`src/rtl/blackjack_pkg.sv`:
```
// rtl/blackjack_pkg.sv - shared types and constants for the card dealer
//
// Purpose: dealer FSM state encoding, round result codes, card value range
//          and the per-round card limit, plus a card-range helper.
// Ports:   none (package).
package blackjack_pkg;

  typedef enum logic [2:0] {
    ST_IDLE,
    ST_DRAW,
    ST_SETTLE,
    ST_WAIT,
    ST_OVER
  } state_e;

  typedef enum logic [1:0] {
    RES_NONE  = 2'b00,
    RES_WIN   = 2'b01,
    RES_LOSE  = 2'b10,
    RES_SHORT = 2'b11
  } result_e;

  localparam logic [3:0] CARD_MIN  = 4'd1;
  localparam logic [3:0] CARD_MAX  = 4'd9;
  localparam logic [2:0] MAX_CARDS = 3'd4;

  function automatic logic is_card(input logic [3:0] v);
    return (v >= CARD_MIN) && (v <= CARD_MAX);
  endfunction

endpackage

```
`src/rtl/card_lfsr.sv`:
```
// rtl/card_lfsr.sv - free-running 8-bit Fibonacci LFSR, x^8+x^6+x^5+x^4+1
//
// Purpose: pseudo-random source for card values; advances every cycle.
// Ports:   clk  - clock
//          rst  - asynchronous active-low reset, loads seed
//          seed - load value; 0 is replaced by 8'h01 so the register never locks up
//          q    - current LFSR state
module card_lfsr (
  input  logic       clk,
  input  logic       rst,
  input  logic [7:0] seed,
  output logic [7:0] q
);

  logic [7:0] lfsr_q;
  logic [7:0] lfsr_d;
  logic [7:0] load_val;

  always_comb begin
    load_val = (seed == 8'h00) ? 8'h01 : seed;
    // Shift left; feedback from taps 8,6,5,4 (bits 7,5,4,3).
    lfsr_d   = {lfsr_q[6:0], lfsr_q[7] ^ lfsr_q[5] ^ lfsr_q[4] ^ lfsr_q[3]};
  end

  always_ff @(posedge clk or negedge rst) begin
    if (!rst) begin
      lfsr_q <= load_val;
    end else begin
      lfsr_q <= lfsr_d;
    end
  end

  assign q = lfsr_q;

endmodule

```
`src/rtl/card_dealer.sv`:
```
// rtl/card_dealer.sv - deals up to four random cards per round and records the result
//
// Purpose: on each deal request draws a card (1..9) from the LFSR, waits SETTLE
//          cycles, then watches the evaluator's win/lose pulses to close the round.
// Ports:   clk, rst (async active-low)
//          deal_btn              - debounced deal request level, rising edge = request
//          win_pulse, lose_pulse - evaluator flags, honoured only in WAIT
//          first..fourth_card    - dealt values, 0 = not dealt
//          card_count            - cards dealt this round (0..4)
//          busy                  - drawing or settling
//          round_over            - round finished, result valid
//          result                - 00 none, 01 win, 10 lose, 11 short
module card_dealer
  import blackjack_pkg::*;
#(
  parameter logic [7:0]  SEED   = 8'hA5,
  parameter int unsigned SETTLE = 2
) (
  input  logic       clk,
  input  logic       rst,
  input  logic       deal_btn,
  input  logic       win_pulse,
  input  logic       lose_pulse,
  output logic [3:0] first_card,
  output logic [3:0] second_card,
  output logic [3:0] third_card,
  output logic [3:0] fourth_card,
  output logic [2:0] card_count,
  output logic       busy,
  output logic       round_over,
  output logic [1:0] result
);

  // Counter is 8 bits wide, so SETTLE up to 256 is supported; 0 behaves as 1.
  localparam logic [7:0] SETTLE_LAST = (SETTLE > 0) ? 8'(SETTLE - 1) : 8'd0;

  state_e     state_q, state_d;
  result_e    result_q, result_d;
  logic [3:0] card_q [4];
  logic [3:0] card_d [4];
  logic [2:0] card_count_q, card_count_d;
  logic [7:0] settle_q, settle_d;
  logic       btn_prev_q, btn_prev_d;
  logic       busy_q, busy_d;
  logic       round_over_q, round_over_d;

  logic [7:0] lfsr_q;
  logic       rise;
  logic       unused_lfsr_hi;

  card_lfsr u_lfsr (
    .clk  (clk),
    .rst  (rst),
    .seed (SEED),
    .q    (lfsr_q)
  );

  // Only the low nibble selects a card.
  assign unused_lfsr_hi = ^lfsr_q[7:4];

  always_comb begin
    state_d      = state_q;
    result_d     = result_q;
    card_d       = card_q;
    card_count_d = card_count_q;
    settle_d     = settle_q;
    btn_prev_d   = deal_btn;
    rise         = deal_btn & ~btn_prev_q;

    case (state_q)
      ST_IDLE: begin
        if (rise) state_d = ST_DRAW;
      end
      ST_DRAW: begin
        if (card_count_q >= MAX_CARDS) begin
          // Unreachable in normal operation; never draw a fifth card.
          state_d = ST_WAIT;
        end else if (is_card(lfsr_q[3:0])) begin
          card_d[card_count_q[1:0]] = lfsr_q[3:0];
          card_count_d              = card_count_q + 3'd1;
          settle_d                  = 8'd0;
          state_d                   = ST_SETTLE;
        end
      end
      ST_SETTLE: begin
        if (settle_q == SETTLE_LAST) begin
          settle_d = 8'd0;
          state_d  = ST_WAIT;
        end else begin
          settle_d = settle_q + 8'd1;
        end
      end
      ST_WAIT: begin
        if (win_pulse) begin
          result_d = RES_WIN;
          state_d  = ST_OVER;
        end else if (lose_pulse) begin
          result_d = RES_LOSE;
          state_d  = ST_OVER;
        end else if (card_count_q == MAX_CARDS) begin
          result_d = RES_SHORT;
          state_d  = ST_OVER;
        end else if (rise) begin
          state_d = ST_DRAW;
        end
      end
      ST_OVER: begin
        // A new request clears the table and starts drawing on the same edge.
        if (rise) begin
          for (int i = 0; i < 4; i++) card_d[i] = 4'd0;
          card_count_d = 3'd0;
          result_d     = RES_NONE;
          state_d      = ST_DRAW;
        end
      end
      default: state_d = ST_IDLE;
    endcase

    // Status flags follow the next state so they are registered with it.
    busy_d       = (state_d == ST_DRAW) || (state_d == ST_SETTLE);
    round_over_d = (state_d == ST_OVER);
  end

  always_ff @(posedge clk or negedge rst) begin
    if (!rst) begin
      state_q      <= ST_IDLE;
      result_q     <= RES_NONE;
      for (int i = 0; i < 4; i++) card_q[i] <= 4'd0;
      card_count_q <= 3'd0;
      settle_q     <= 8'd0;
      btn_prev_q   <= 1'b0;
      busy_q       <= 1'b0;
      round_over_q <= 1'b0;
    end else begin
      state_q      <= state_d;
      result_q     <= result_d;
      card_q       <= card_d;
      card_count_q <= card_count_d;
      settle_q     <= settle_d;
      btn_prev_q   <= btn_prev_d;
      busy_q       <= busy_d;
      round_over_q <= round_over_d;
    end
  end

  assign first_card  = card_q[0];
  assign second_card = card_q[1];
  assign third_card  = card_q[2];
  assign fourth_card = card_q[3];
  assign card_count  = card_count_q;
  assign busy        = busy_q;
  assign round_over  = round_over_q;
  assign result      = result_q;

endmodule
```
`config.mk`:
```
export PLATFORM = sky130hd
export DESIGN_NAME = card_dealer
export DESIGN_NICKNAME = d
export VERILOG_FILES = /design/src/rtl/blackjack_pkg.sv /design/src/rtl/card_lfsr.sv /design/src/rtl/card_dealer.sv
export SDC_FILE = /design/constraint.sdc
export NUM_CORES = 1
export LEC_CHECK = 0
export ABC_AREA = 1
export CORE_ASPECT_RATIO = 2
export CORE_MARGIN = 3
export CORE_UTILIZATION = 40
export DETAILED_ROUTE_END_ITERATION = 8
export PLACE_DENSITY_LB_ADDON = 0.08
export SLEW_MARGIN = 20
export SYNTH_ARGS = -nofsm -noshare
export SYNTH_HDL_FRONTEND = slang
export SYNTH_SLANG_ARGS = --single-unit
```
`constraint.sdc`:
```
create_clock -name clk -period 1.9 [get_ports clk]
set_input_delay 0.38 -clock clk [delete_from_list [all_inputs] [get_ports clk]]
set_output_delay 0.38 -clock clk [all_outputs]
set_load 0.02 [all_outputs]
```
==> impl_metrics.py <==
metrics = {
    "timing": {
        "period_needed_ps": 1800,
        "final-setup-viol-count": 0,
        "fmax_ghz": 0.555,
        "hold_viol": 0,
        "grt_setup_unrepaired": "false",
        "tightest_slew_ps": 541,
        "setup_tns_ps": 0,
        "slew_headroom": 0.639,
        "fin_ws_ps": 98.3,
        "finalClockSkew_ps": 12.5,
        "fin_crit_sh": 0.948,
        "slew_violations": 0,
        "timing.hold.ws_ps": 144,
    },
    "clock_tree": {
        "cts.sinks": 43,
        "clock-root-buffer": "clkbuf_8",
        "tritoncts": "built",
        "cts_htree_levels": 2,
        "clock_latency_ps": 300,
        "clkTransAtPathRegs_ps": 90,
        "cts_setup_buffers": 0,
        "cts_buffers": 5,
        "cts_hold_buffers": 0,
        "cts_resized": 0,
        "cts_buffer_depth": 2,
    },
    "setup_path": {
        "crit_required_ps": 1520,
        "path_class": "reg -> out",
        "critPathTopFamily": "buffers and inverters",
        "max_stage_delay_ps": 660,
        "arrival_ps": 1420,
        "critPathCaptureType": "output port",
        "timing.rr.end": "second_card[0]",
        "r2r_start": "u_lfsr.q[0]",
        "cp-start-kind": "flop",
        "cp_num_buf_inv": 1,
        "slowest_stage": "clkdlybuf4s50_1",
        "cp_max_fo": 6,
        "reg2reg_depth": 9,
        "crit_chain": "clkdlybuf4s50_1",
        "rrSetupSlack_ps": 260,
    },
    "finish": {
        "layout.nets": 314,
        "diodes": 0,
        "postLayoutCellArea_sq_um": 2680,
        "finish.utilization": 0.513,
        "final_cells": 362,
        "drive_above_1_share": 0.132,
        "area_growth_pct": 21.2,
    },
    "logic_synthesis": {
        "synthTopCellsByArea": "dfrtp_1, nand2_1, inv_1, nand4_1, dfstp_2",
        "async_reset_ff_frac": 1.00,
        "synth.avg_cell_area_sq_um": 8.29,
        "synth_area_sq_um": 2210,
        "ys.warnings.count": 0,
        "synth.top_cell.area_share": 0.441,
        "ys.flop_type": "dfrtp_1",
        "yosys.area.top_type": "dfrtp_1",
        "ys_ff_latch": 43,
        "ys_seq_area_frac": 0.488,
        "synth_edf_count": 0,
        "syn_nets": 278,
        "synthCells": 267,
        "synth_cell_type_count": 31,
    },
    "placement": {
        "place_worst_setup_slack_ps": 88.6,
        "placedInstanceArea_sq_um": 2570,
        "dp_hpwl_um": 3380,
        "placed_cells": 354,
        "numPortBuffers": 27,
        "routabilityCongestion": 0.796,
    },
    "pwr": {
        "leakagePower_nw": 1.41,
        "p_per_area_nw_per_um2": 1420,
        "ir_drop_mv": 0.878,
        "total_power_mw": 3.81,
    },
    "routing": {
        "drt_iter0_drc": 46,
        "antenna_left": 0,
        "drc_errors": 0,
        "dr.pass1.iters": 4,
        "vias": 1737,
        "routed_wl_um": 4590,
        "vias_per_cell": 4.80,
        "wire_per_inst_um": 12.7,
    },
    "floorplanning": {
        "core_area_sq_um": 5230,
        "die_area_sq_um": 6520,
        "rows": 37,
        "initial_core_util": 0.423,
        "die_w_um": 58.6,
        "ioPinCount": 28,
        "die_h_um": 111,
    },
    "grt": {
        "grt.overflow.total": 0,
        "antenna_found_initial": 0,
        "grt_max_degree": 44,
        "grt_pass1_vias": 1691,
        "grt_pass1_wl_um": 8000,
        "grt_use_total": 0.157,
    },
    "flow_run": {
        "drv_cap": 0,
    },
    "hold_path": {
        "hold_class": "in -> async",
    },
    "run_status": {
        "outcome": "complete, no violations",
    },
}
## metal layers
layer | track usage | up-vias | part of all wire
met5 | 0 | - | 0
met4 | 0.0590 | 0 | 0.019
met3 | 0.0245 | 5 | 0.024
met2 | 0.282 | 20 | 0.56
met1 | 0.178 | 795 | 0.39
li1 | - | 917 | -
## cell usage in the layout, fill, tap and decap left out, types with 2 or more instances in the layout
cell type and n:
nand2_1 95, dfrtp_1 39, inv_1 33, clkdlybuf4s50_1 26, nand4_1 19, nor2_1 13, nand3_1 13, buf_4 7
o21ai_1 6, ha_1 6, clkbuf_8 6, nand2_2 4, nand3_4 4, dfstp_2 4, nor3_1 3, or2_2 3
nor2_2 2, inv_2 2, xnor2_1 2, xor2_1 2, o21ai_2 2, o22ai_1 2
## layout make-up
type	instances	area [sq um]
fillers	524	2550
flip-flops and latches	43	1080
multi-input cells	182	953
repair buffers	34	318
inverters	37	141
clock buffers	6	82.6
well taps	58	72.6
clock inverters	2	35.0
## registers in the layout (all words and copies together) (netlist names)
signal / cells
round_over: 1
settle_q: 8
fourth_card: 4
u_lfsr.q: 8
result: 2
btn_prev_q: 1
first_card: 4
card_count: 3
second_card: 4
busy: 1
state_q: 3
third_card: 4
## power breakdown
group	switching [mW]	internal [mW]	leakage [nW]
clock network	0.314	0.426	0.0612
registers	0.225	1.19	0.532
logic	0.976	0.680	0.820
## cell families after synthesis
family,Yosys count,share of synthesized area
adders and majority gates,6,0.0339
AOI/OAI and AO/OA,13,0.0350
buffers and inverters,42,0.0814
xor gates and xnor gates,4,0.0158
DFF,43,0.488
and+or+nand+nor,159,0.346
## worst max-delay path by stage
| stage | end | slack (ps) | startpoint | cells after the start |
|---|---|---|---|---|
| 2_1_floorplan | busy | 420 | card_count[0] | 10 |
| 3_3_place_gp | second_card[0] | 130 | deal_btn | 8 |
| 3_5_place_dp | second_card[0] | 90 | deal_btn | 8 |
| 4_1_cts | card_count[0] | 80 | card_count[0] | 1 |
| 5_1_grt | card_count[0] | 20 | card_count[0] | 1 |
| 6_report | card_count[0] | 100 | card_count[0] | 1 |
## Yosys cell counts (2+ instances only)
cell type  count
buf_6          2
nor3_1         3
nand3_4        4
or2_2          3
nand3_1       13
nor2_2         2
nand2_1       95
inv_1         33
ha_1           6
inv_2          2
nand4_1       19
nor2_1        13
dfstp_2        4
o22ai_1        2
xor2_1         2
dfrtp_1       39
xnor2_1        2
o21ai_2        2
o21ai_1        6
nand2_2        4
No activity file was read; power rests on OpenSTA's default activity.
